[src/rtl/score_pkg.sv]
// Shared types and sizing for the score-to-BCD converter.
// Optional feature macro used by the top: VBLANK_LATCH_EN.
package score_pkg;

    localparam int unsigned BIN_W      = 17;
    localparam int unsigned NUM_DIGITS = 5;
    localparam int unsigned DIG_W      = 4 * NUM_DIGITS;
    localparam int unsigned CNT_W      = $clog2(BIN_W + 1);

    // Largest value that fits in NUM_DIGITS decimal digits.
    localparam logic [BIN_W-1:0] MAX_VAL = BIN_W'((10 ** NUM_DIGITS) - 1);

    typedef logic [3:0] bcd_digit_t;

    typedef enum logic [1:0] {
        IDLE,
        SHIFT,
        DONE
    } state_t;

endpackage

[src/rtl/score_bcd_conv_if.sv]
// Handshake and result bus between the game-logic score counter and the BCD converter.
interface score_bcd_conv_if;

    logic                           start;
    logic [score_pkg::BIN_W-1:0]    score_bin;
    logic                           vblank_pulse;
    logic                           busy;
    logic                           done;
    logic                           overflow;
    logic [score_pkg::DIG_W-1:0]    digits_o;

    modport master (
        output start, score_bin, vblank_pulse,
        input  busy, done, overflow, digits_o
    );

    modport slave (
        input  start, score_bin, vblank_pulse,
        output busy, done, overflow, digits_o
    );

endinterface

[src/rtl/bcd_add3.sv]
// Double-dabble correction cell: digits of 5 or more get +3 before the shift.
module bcd_add3
    import score_pkg::*;
(
    input  bcd_digit_t digit,
    output bcd_digit_t corrected
);

    assign corrected = (digit >= 4'd5) ? (digit + 4'd3) : digit;

endmodule

[src/rtl/score_bcd_conv.sv]
// Sequential binary-to-BCD score converter (double dabble, one bit per clock).
// Define VBLANK_LATCH_EN to defer display updates to the next vertical blank.
module score_bcd_conv
    import score_pkg::*;
(
    input  logic               clk,
    input  logic               rst_n,
    score_bcd_conv_if.slave    bus
);

    state_t                         state, state_nxt;
    logic [CNT_W-1:0]               cnt, cnt_nxt;
    logic [BIN_W-1:0]               bin_sr, bin_nxt;
    bcd_digit_t [NUM_DIGITS-1:0]    bcd, bcd_nxt, bcd_adj;
    logic                           busy_q, busy_nxt;
    logic                           done_q, done_nxt;
    logic                           ovf_q, ovf_nxt;
    logic [DIG_W-1:0]               digits_q;

    // All digits corrected in parallel ahead of each shift.
    for (genvar g = 0; g < NUM_DIGITS; g++) begin : g_add3
        bcd_add3 u_add3 (
            .digit     (bcd[g]),
            .corrected (bcd_adj[g])
        );
    end

    // State register and working datapath.
    always_ff @(posedge clk or negedge rst_n) begin
        if (!rst_n) begin
            state  <= IDLE;
            cnt    <= '0;
            bin_sr <= '0;
            bcd    <= '0;
            busy_q <= 1'b0;
            done_q <= 1'b0;
            ovf_q  <= 1'b0;
        end else begin
            state  <= state_nxt;
            cnt    <= cnt_nxt;
            bin_sr <= bin_nxt;
            bcd    <= bcd_nxt;
            busy_q <= busy_nxt;
            done_q <= done_nxt;
            ovf_q  <= ovf_nxt;
        end
    end

    // Next-state and next-output logic.
    always_comb begin
        state_nxt = state;
        cnt_nxt   = cnt;
        bin_nxt   = bin_sr;
        bcd_nxt   = bcd;
        busy_nxt  = busy_q;
        done_nxt  = 1'b0;
        ovf_nxt   = ovf_q;

        case (state)
            IDLE: begin
                busy_nxt = 1'b0;
                if (bus.start) begin
                    if (bus.score_bin > MAX_VAL) begin
                        bin_nxt = MAX_VAL;
                        ovf_nxt = 1'b1;
                    end else begin
                        bin_nxt = bus.score_bin;
                        ovf_nxt = 1'b0;
                    end
                    bcd_nxt   = '0;
                    cnt_nxt   = CNT_W'(BIN_W);
                    busy_nxt  = 1'b1;
                    state_nxt = SHIFT;
                end
            end
            SHIFT: begin
                busy_nxt = 1'b1;
                if (cnt != '0) begin
                    {bcd_nxt, bin_nxt} = {bcd_adj, bin_sr} << 1;
                    cnt_nxt            = cnt - CNT_W'(1);
                end else begin
                    done_nxt  = 1'b1;
                    state_nxt = DONE;
                end
            end
            DONE: begin
                busy_nxt  = 1'b0;
                state_nxt = IDLE;
            end
            default: begin
                busy_nxt  = 1'b0;
                state_nxt = IDLE;
            end
        endcase
    end

`ifdef VBLANK_LATCH_EN
    logic [DIG_W-1:0] pending_q;
    logic             pending_vld;

    // Latest finished result waits in pending until the next vertical blank.
    always_ff @(posedge clk or negedge rst_n) begin
        if (!rst_n) begin
            pending_q   <= '0;
            pending_vld <= 1'b0;
            digits_q    <= '0;
        end else begin
            if (bus.vblank_pulse && pending_vld) begin
                digits_q <= pending_q;
            end
            if (state == DONE) begin
                pending_q   <= bcd;
                pending_vld <= 1'b1;
            end else if (bus.vblank_pulse) begin
                pending_vld <= 1'b0;
            end
        end
    end
`else
    logic unused_vblank;
    assign unused_vblank = bus.vblank_pulse;

    // Final BCD lands on the display on the edge that enters DONE.
    always_ff @(posedge clk or negedge rst_n) begin
        if (!rst_n) begin
            digits_q <= '0;
        end else if (state == SHIFT && cnt == '0) begin
            digits_q <= bcd;
        end
    end
`endif

    assign bus.busy     = busy_q;
    assign bus.done     = done_q;
    assign bus.overflow = ovf_q;
    assign bus.digits_o = digits_q;

endmodule

[src/flat_wrapper.sv]
// flat-port wrapper written by rule: the top's interface ports become plain ports
module score_bcd_conv_flat import score_pkg::*;
  (clk, rst_n, bus_start, bus_score_bin, bus_vblank_pulse, bus_busy, bus_done, bus_overflow, bus_digits_o);
  score_bcd_conv_if bus_i ();
  input  logic clk;
  input  logic rst_n;
  input wire logic [$bits(bus_i.start)-1:0] bus_start;
  input wire logic [$bits(bus_i.score_bin)-1:0] bus_score_bin;
  input wire logic [$bits(bus_i.vblank_pulse)-1:0] bus_vblank_pulse;
  output wire logic [$bits(bus_i.busy)-1:0] bus_busy;
  output wire logic [$bits(bus_i.done)-1:0] bus_done;
  output wire logic [$bits(bus_i.overflow)-1:0] bus_overflow;
  output wire logic [$bits(bus_i.digits_o)-1:0] bus_digits_o;
  assign bus_i.start = bus_start;
  assign bus_i.score_bin = bus_score_bin;
  assign bus_i.vblank_pulse = bus_vblank_pulse;
  assign bus_busy = bus_i.busy;
  assign bus_done = bus_i.done;
  assign bus_overflow = bus_i.overflow;
  assign bus_digits_o = bus_i.digits_o;
  score_bcd_conv u_core (.clk(clk), .rst_n(rst_n), .bus(bus_i));
endmodule
[config.mk]
export PLATFORM = sky130hd
export DESIGN_NAME = score_bcd_conv_flat
export DESIGN_NICKNAME = d
export VERILOG_FILES = /design/src/rtl/score_pkg.sv /design/src/rtl/score_bcd_conv_if.sv /design/src/rtl/bcd_add3.sv /design/src/rtl/score_bcd_conv.sv /design/src/flat_wrapper.sv
export SDC_FILE = /design/constraint.sdc
export NUM_CORES = 1
export LEC_CHECK = 0
export CELL_PAD_IN_SITES_DETAIL_PLACEMENT = 0
export CELL_PAD_IN_SITES_GLOBAL_PLACEMENT = 1
export CORE_UTILIZATION = 46
export DETAILED_ROUTE_END_ITERATION = 6
export MAX_ROUTING_LAYER = met4
export PLACE_DENSITY = 0.9
export SKIP_CTS_REPAIR_TIMING = 1
export SLEW_MARGIN = 15
export SYNTH_ARGS = -nofsm -noshare
export SYNTH_HDL_FRONTEND = slang
export SYNTH_SLANG_ARGS = --single-unit
[constraint.sdc]
create_clock -name clk -period 4.7 [get_ports clk]
set_clock_uncertainty 0.2 [all_clocks]
set_input_delay 0.94 -clock clk [delete_from_list [all_inputs] [get_ports clk]]
set_output_delay 0.94 -clock clk [all_outputs]
set_load 0.01 [all_outputs]
* Word level (Yosys, flattened, before mapping)
Cells that the tools add are included.
** Word-level totals
- Bits in registers :: 67
- Bits in latches :: 0
- Bits in writable memories :: 0
- ROM bits :: 0
- Memories kept :: 0
** Cells by class
- $add $sub $neg :: 6
- Multipliers :: 0
- Div/mod/pow operators :: 0
- $lt $le $gt $ge :: 6
- Equality and inequality tests :: 4
- Shifts and indexed selects :: 0
- Muxes and demuxes :: 23
- Bitwise gates (word level) :: 0
- Reductions and logical operators :: 8
** Operators with widths (count)
- 2-to-1 mux 17 bit :: 3
- 2-to-1 mux 20 bit :: 2
- one-hot mux 20 bit (2 select lines) :: 1
- one-hot mux 17 bit (2 select lines) :: 1
- greater-or-equal comparator 4 x 3 -> 1 bit, second input constant :: 5
- greater-than comparator 17 bit, second input constant :: 1
- adder 4 x 2 -> 4 bit, second input constant :: 4
- 2-to-1 mux 4 bit :: 4
- 2-to-1 mux 5 bit :: 2
- one-hot mux 5 bit (2 select lines) :: 1
- logical NOT 5 bit :: 1
- nonzero test 5 bit :: 1
- subtractor 5 x 1 -> 5 bit, second input constant :: 1
- 2-to-1 mux 1 bit :: 4
- 2-to-1 mux 2 bit :: 2
- != test 2 bit, second input constant :: 2
- one-hot mux 2 bit (2 select lines) :: 1
- AND reduction 2 bit :: 2
- adder 3 x 2 -> 3 bit, second input constant :: 1
- 2-to-1 mux 3 bit :: 1
- AND reduction 3 bit :: 1
- == test 2 x 1 -> 1 bit, second input constant :: 1
- logical NOT 2 bit :: 1
- != test 2 x 1 -> 1 bit, second input constant :: 1
- other kinds (3) :: 3

* Depth between registers and ports, before layout
Gate-level depths: netlist (run 1).
- Word-level depth :: 4
- Depth in mapped cells :: 9
- Mapped depth without buffers :: 7

* Modules after synthesis
Synthesis (run 1) repeated with hierarchy kept, for this count alone.
** Unflattened totals
- Cells, all modules :: 326
- Area, all modules :: 3305.7 um^2
** By module, submodules not included
- score_bcd_conv :: instances 1, cells an instance 246, area each 2798.9 um^2
- bcd_add3 :: instances 5, cells an instance 16, area each 101.3 um^2

* Least setup slack after synthesis (run 1)
OpenSTA, ideal clock, no wires.
- Path kind :: input port to flip-flop
- Start :: input bus_start
- End :: register u_core.bcd[11] (netlist bit)
- Setup time :: 0.122 ns
- Data arrival time :: 2.061 ns
- Path slack :: 2.318 ns
- Cell stages on the path :: 8
- Path buffers :: 3
- Cells stage by stage :: or3b_1 buf_2 o21a_1 buf_6 clkinv_4 buf_8 o31ai_1 a32o_1
** Between the ends
- Cells in the longest elaborated chain, start to end :: 2
** Ends and longest elaborated chain
- from (decl) :: RTL line flat_wrapper.sv:7 : input wire logic [$bits(bus_i.start)-1:0] bus_start;
- != test 2 bit (no source line)
- AND reduction 3 bit (no source line)
- to (signal assigned) :: RTL line score_bcd_conv.sv:42 : bcd <= bcd_nxt;
- to (decl) :: RTL line score_bcd_conv.sv:14 : bcd_digit_t [NUM_DIGITS-1:0] bcd, bcd_nxt, bcd_adj;
No other way between the ends.
A chain may end at the register's enable or synchronous reset.

* Worst setup path in the final report (run 1)
- Start :: input bus_start
- End :: register u_core.bin_sr[4]
** Between the ends
- Cells in the longest elaborated chain, start to end :: 2
** Ends and longest elaborated chain
- != test 2 bit (no source line)
- AND reduction 3 bit (no source line)
- to (signal assigned) :: RTL line score_bcd_conv.sv:41 : bin_sr <= bin_nxt;
- to (decl) :: RTL line score_bcd_conv.sv:13 : logic [BIN_W-1:0] bin_sr, bin_nxt;
No other way between the ends.

==> results of run 1 <==
## logic make-up after synthesis
kind of cell	share of synthesized area (%)
flops	53.66
simple gates	10.49
fa+ha+maj	4.405
xor+xnor	2.243
compound gates	15.06
mux	9.652
buf+inv	4.485
## power by group through the flow
stage               clock network [µW]  logic, µW  registers, µW
floorplan                            0        872           1050
global placement                     0       1200           1040
detailed placement                   0       1240           1050
CTS                                484       1250           1050
global route                       518       1380           1080
finish                             472       1230           1050
## sequential cells by signal, summed over array words and instances, names as in the netlist
register             count
u_core.cnt               5
u_core.bus.done          1
u_core.bin_sr           17
u_core.bcd              20
u_core.bus.overflow      1
u_core.state             2
u_core.bus.digits_o     20
u_core.bus.busy          1
## placed cells by master, fill, tap and decap left out, drive strengths merged, types with 3 or more instances in the layout
cell           instances
o31ai                  7
a32o                   5
clkdlybuf4s50         41
nand2b                 6
mux2                  25
o32ai                  3
a21oi                 10
clkbuf                13
ha                    11
o22a                   5
a221oi                 4
nand2                 16
o21a                   8
nor2                  23
o21ai                 17
a31oi                  3
dfrtp                 67
xnor2                  8
inv                   14
buf                    5
nand3                 13
## synth_stat cells
master and count:
sky130_fd_sc_hd__dfrtp_1 67, sky130_fd_sc_hd__mux2_2 25, sky130_fd_sc_hd__nor2_1 23, sky130_fd_sc_hd__o21ai_0 17, sky130_fd_sc_hd__nand2_1 16, sky130_fd_sc_hd__inv_1 14, sky130_fd_sc_hd__nand3_1 13, sky130_fd_sc_hd__ha_1 11
sky130_fd_sc_hd__a21oi_1 10, sky130_fd_sc_hd__o21a_1 8, sky130_fd_sc_hd__xnor2_1 8, sky130_fd_sc_hd__o31ai_1 7, sky130_fd_sc_hd__buf_2 6, sky130_fd_sc_hd__nand2b_1 6, sky130_fd_sc_hd__a32o_1 5, sky130_fd_sc_hd__o22a_1 5
sky130_fd_sc_hd__a221oi_1 4, sky130_fd_sc_hd__clkbuf_1 4, sky130_fd_sc_hd__a31oi_1 3, sky130_fd_sc_hd__o32ai_1 3, sky130_fd_sc_hd__a22oi_1 2, sky130_fd_sc_hd__mux2i_1 2, sky130_fd_sc_hd__nand4_1 2, sky130_fd_sc_hd__nor3b_1 2
sky130_fd_sc_hd__o2bb2ai_1 2, sky130_fd_sc_hd__a2bb2oi_1 1, sky130_fd_sc_hd__buf_4 1, sky130_fd_sc_hd__buf_6 1, sky130_fd_sc_hd__buf_8 1, sky130_fd_sc_hd__clkinv_4 1, sky130_fd_sc_hd__nor2b_1 1, sky130_fd_sc_hd__nor4_1 1
sky130_fd_sc_hd__nor4b_2 1, sky130_fd_sc_hd__o211ai_1 1, sky130_fd_sc_hd__or2b_1 1, sky130_fd_sc_hd__or3b_1 1, sky130_fd_sc_hd__or4_1 1
## worst paths after layout
kind | endpoint | slack (ps) | depth (start not counted)
worst max-delay path | u_core.bin_sr[4]$_DFFE_PN0P_ | 1600 | 6
worst min-delay path | u_core.bus.busy$_DFF_PN0_ | 300 | 1
worst max register to register | u_core.bin_sr[6]$_DFFE_PN0P_ | 2230 | 4
worst min register to register | u_core.bus.busy$_DFF_PN0_ | 300 | 1
max in group asynchronous | u_core.bcd[10]$_DFFE_PN0P_ | 2900 | 2
min in group asynchronous | u_core.bin_sr[16]$_DFFE_PN0P_ | 490 | 1
## metal layers
layer / part of all wire, % / GRT usage (%)
met5: 0 / -
met4: 0.80 / 5.239
met3: 3.7 / 4.818
met2: 48 / 30.10
met1: 48 / 25.73
## critical path, delay by kind of cell
family | cells | cell delay [ps]
compound gates | 3 | 850
simple gates | 1 | 590
buf+inv | 2 | 730
## area by class of cell
class	instances	area (µm²)
flip-flops and latches	67	1677
fillers	552	2678
well taps	77	96.34
repair buffers	46	445.4
inverters	15	61.31
clock inverters	2	35.03
clock buffers	13	158.9
multi-input cells	182	1308
## metrics by stage
stage | utilization, % | cell area, µm² | power, µW | hold WS [ps] | std cells
2_1_floorplan | - | 3124 | 1919 | 249.2 | 277
3_3_place_gp | 55.54 | 3587 | 2241 | 282.3 | 387
3_5_place_dp | 55.54 | 3587 | 2296 | 284.8 | 387
4_1_cts | 58.54 | 3781 | 2779 | 300.9 | 402
5_1_grt | 58.54 | 3781 | 2986 | 327.9 | 402
6_report | 58.54 | 3781 | 2753 | 299.8 | 402
==> metrics.yaml, run 1 <==
status: "finished with violations"
failing_checks: "DRC"
grt_first_pass_wirelength_um: 10520
hold_viol_final: 0
setup-violations-final: 0
numCtsBuffers: 9
finish.net_count: 353
crit_type: "input port to register"
synth_top_area_cell: "sky130_fd_sc_hd__dfrtp_1"
p_int_uw: 1745
critical-path-max-stage-delay_ps: 590
clockRootBuffer: "sky130_fd_sc_hd__clkbuf_8"
synth.yosys.warnings: 0
postRouteAntennaNets: 0
timing.hold.worst.start: "u_core.state[1]$_DFFE_PN0P_"
grt_start_max_net_pins: 37
drive_gt1_share_pct: 13.85
worst_slew_margin_rel_pct: 21.08
floorplan.die.height_um: 84.41
grt-ovfl-total: 0
clk_path_buf_depth: 2
launch_point_of_the_worst_reg_to_reg_path: "u_core.state[1]$_DFFE_PN0P_"
count_of_antenna_diodes_in_the_layout: 0
totalNegativeSetupSlack_ps: 0
final_wl_um: 5999
vdd_drop_max_mv: 0.3834
worst-path-max-fanout: 25
max_freq_mhz: 322.8
rsz0062_at_grt: "no"
clock_tree_from_tritoncts: "done"
rows: 29
path_cells: "clkdlybuf4s50_1 -> or3b_1 -> o21a_1 -> clkinv_4 -> o22a_1 -> o21a_1"
hold_class: "register to register"
route.detailed.wl_per_inst_um: 14.92
clkSlewWorstSetupHoldPaths_ps: 70
synthesis.nets: 309
worst_path_max_delay_cell: "sky130_fd_sc_hd__or3b_1"
floorplan.initialDensity_pct: 48.37
timing.critical_path.from_type: "input port"
clkLatencyLatePin_ps: 330
pre_cts_ws_ps: 1228
p_switching_uw: 1008
synthCells: 277
drcViolationCount: 6
post_synth_instance_area_um2: 3124
initial_antenna_violation_count: 0
vias_per_cell: 5.550
synthToLayoutAreaGrowth_pct: 21.03
power.static_leakage_uw: 0.001623
gpl.final_weighted_congestion: 0.7752
min_period_over_period_pct: 65.91
comb_power_share_pct: 44.8
drt_first_pass_iters: 6
horiz_die_dim_um: 84.41
crit_path_most_repeated_cell: "sky130_fd_sc_hd__o21a_1"
synth_sequential_area_ratio_pct: 53.66
detailroute.via_count: 2231
initialDrtViolationCount: 114
worst_ep_required_time_ps: 4720
place.port_buffers: 42
synth_top_area_share_pct: 53.66
timing_worst_slew_pin_value_ps: 1179
place.detailed.hpwl_um: 3971
portion_of_total_power_attributed_to_the_clock_network_pct: 17.1
cts_htree_levels: 3
post-route-min-period_ps: 3098
timing.critical_path.from: "bus_start"
critical_path_arrival_ps: 3120
crit_path_end_kind: "register"
synth.avg_cell_area_um2: 11.28
floorplan.die_area_um2: 7125
yosys_register_bits: 67
core-area_um2: 6459
final.setup.worst_slack_ps: 1602
final-max-slew-violation-count: 0
grt_usage_pct: 19.43
drv.max_cap_violation_count: 0
ios: 44
cts.sink_count: 67
post_synth_main_area_contributors: "sky130_fd_sc_hd__dfrtp_1 (54%), sky130_fd_sc_hd__mux2_2 (9.0%), sky130_fd_sc_hd__ha_1 (4.4%)"
via_count_of_the_first_global_routing_pass: 2211
ys_types: 37
p_sw_share_pct: 36.62
share_seq_of_total_power_pct: 38.1
cellPowerDensity_nw_per_um2: 728.1
(Power assumes the default switching activity.)
==> run 2: changes to the inputs <==
CORE_UTILIZATION = 39   (was 46)
PLACE_DENSITY = 0.82   (was 0.9)
clock period = 2.5 ns   (was 4.7 ns; I/O delays follow)
==> run 2 against run 1 <==
  * The flow now finishes without violations
  * Combinational power increased by 93%
  * Register-to-register slack got worse by 1800 ps
  * Global-route usage decreased by 2.9 points
  * Sequential share of layout area decreased by 1.6 points
  * Wire length increased by 2.5%
  * Cell area increased by 3.6%
==> metrics.yaml, run 2 (synthesis gave the netlist of run 1 again) <==
status: "finished clean"
grt_first_pass_wirelength_um: 10340
finish.net_count: 361
post-route-min-period_ps: 2105
final_wl_um: 6150
p_sw_share_pct: 36.62
comb_power_share_pct: 44.5
worst-path-max-fanout: 9
drcViolationCount: 0
grt_start_max_net_pins: 31
synthToLayoutAreaGrowth_pct: 25.43
power.static_leakage_uw: 0.001675
clk_path_buf_depth: 2
hold_viol_final: 0
cts_htree_levels: 3
clock_tree_from_tritoncts: "done"
filler_cell_count: 695
core-area_um2: 7727
drt_first_pass_iters: 4
mostFrequentLayoutCells: "sky130_fd_sc_hd__dfrtp_1 (67), sky130_fd_sc_hd__clkdlybuf4s50_1 (41), sky130_fd_sc_hd__mux2_2 (25)"
p_int_uw: 3384
vias_per_cell: 5.158
totalPowerFinal_uw: 5339
totalNegativeSetupSlack_ps: 0
fin_util_pct: 50.71
setup-violations-final: 0
placed_cells_incl_taps: 419
cts.sink_count: 67
final-max-slew-violation-count: 0
initialDrtViolationCount: 111
place.detailed.hpwl_um: 4157
rows: 32
floorplan.die_area_um2: 8373
hold_class: "register to register"
detailroute.via_count: 2249
rsz0062_at_grt: "no"
initial_antenna_violation_count: 0
final_cells: 436
ios: 44
portion_of_total_power_attributed_to_the_clock_network_pct: 18.6
drive_gt1_share_pct: 16.77
clkSlewWorstSetupHoldPaths_ps: 80
max_freq_mhz: 474.9
numCtsBuffers: 9
share_seq_of_total_power_pct: 36.9
worst_ep_required_time_ps: 2530
final_common_cell: "sky130_fd_sc_hd__dfrtp_1"
grt_usage_pct: 16.58
vdd_drop_max_mv: 0.5338
route.detailed.wl_per_inst_um: 14.11
timing_worst_slew_pin_value_ps: 694.9
postRouteAntennaNets: 0
gpl.final_weighted_congestion: 0.7623
timing.critical_path.from_type: "input port"
floorplan.initialDensity_pct: 40.43
drv.max_cap_violation_count: 0
cellPowerDensity_nw_per_um2: 1362
crit_path_end_kind: "register"
min_period_over_period_pct: 84.22
crit_type: "input port to register"
floorplan.die.height_um: 91.51
count_of_antenna_diodes_in_the_layout: 0
horiz_die_dim_um: 91.51
critical_path_arrival_ps: 2140
clkLatencyLatePin_ps: 340
grt-ovfl-total: 0
via_count_of_the_first_global_routing_pass: 2189
clockRootBuffer: "sky130_fd_sc_hd__clkbuf_8"
p_switching_uw: 1955
worst_slew_margin_rel_pct: 53.47
place.port_buffers: 42
## run 2: worst max-delay path, stage by stage
cell and delay [ps]:
sky130_fd_sc_hd__clkdlybuf4s50_1 430, sky130_fd_sc_hd__or4_1 520, sky130_fd_sc_hd__nand3_1 120, sky130_fd_sc_hd__o211ai_1 290
sky130_fd_sc_hd__o21a_1 280
## run 2: per-layer routing
layer	track usage [%]	vias up	routed length, µm
met1	21.86	1092	2982
met5	-	-	0
met4	8.598	0	107
met3	2.848	8	181
li1	-	1099	-
met2	24.50	50	2878
## run 2: power by group through the flow
stage | logic [µW] | clock network, µW | registers, µW
6_report | 2370 | 996 | 1970
5_1_grt | 2660 | 1080 | 2040
4_1_cts | 2400 | 1020 | 1970
3_5_place_dp | 2380 | 0 | 1990
3_3_place_gp | 2330 | 0 | 1970
2_1_floorplan | 1640 | 0 | 1970
## run 2: through the flow
| stage | instance area [µm²] | worst slack [ps] | hold WS (ps) |
|---|---|---|---|
| 5_1_grt | 3919 | 283.7 | 311.9 |
| 3_3_place_gp | 3686 | 36.06 | 282.1 |
| 2_1_floorplan | 3124 | 557.6 | 4.409 |
| 6_report | 3919 | 394.5 | 294.5 |
| 4_1_cts | 3909 | 396.5 | -68.14 |
| 3_5_place_dp | 3686 | 18.10 | 289.3 |
## run 2: final timing paths
kind	from	endpoint	slack, ps	cells after the start
max	bus_score_bin[14]	u_core.bin_sr[4]$_DFFE_PN0P_	390	5
min	u_core.bin_sr[16]$_DFFE_PN0P_	u_core.bcd[0]$_DFFE_PN0P_	290	2
max reg2reg	u_core.cnt[0]$_DFFE_PN0P_	u_core.bin_sr[1]$_DFFE_PN0P_	410	7
min reg2reg	u_core.bin_sr[16]$_DFFE_PN0P_	u_core.bcd[0]$_DFFE_PN0P_	290	2
max in group asynchronous	rst_n	u_core.bcd[8]$_DFFE_PN0P_	1050	3
min in group asynchronous	rst_n	u_core.bin_sr[10]$_DFFE_PN0P_	480	2
## run 2: cell type report
type	count	area, µm²	share of cell area (%)
inverter	15	61.31	1.564
tap	102	127.6	3.257
clock inverter	7	98.84	2.522
sequential	67	1677	42.78
timing repair buffer	54	520.5	13.28
clock buffer	9	123.9	3.161
multi-input combinational	182	1310	33.43
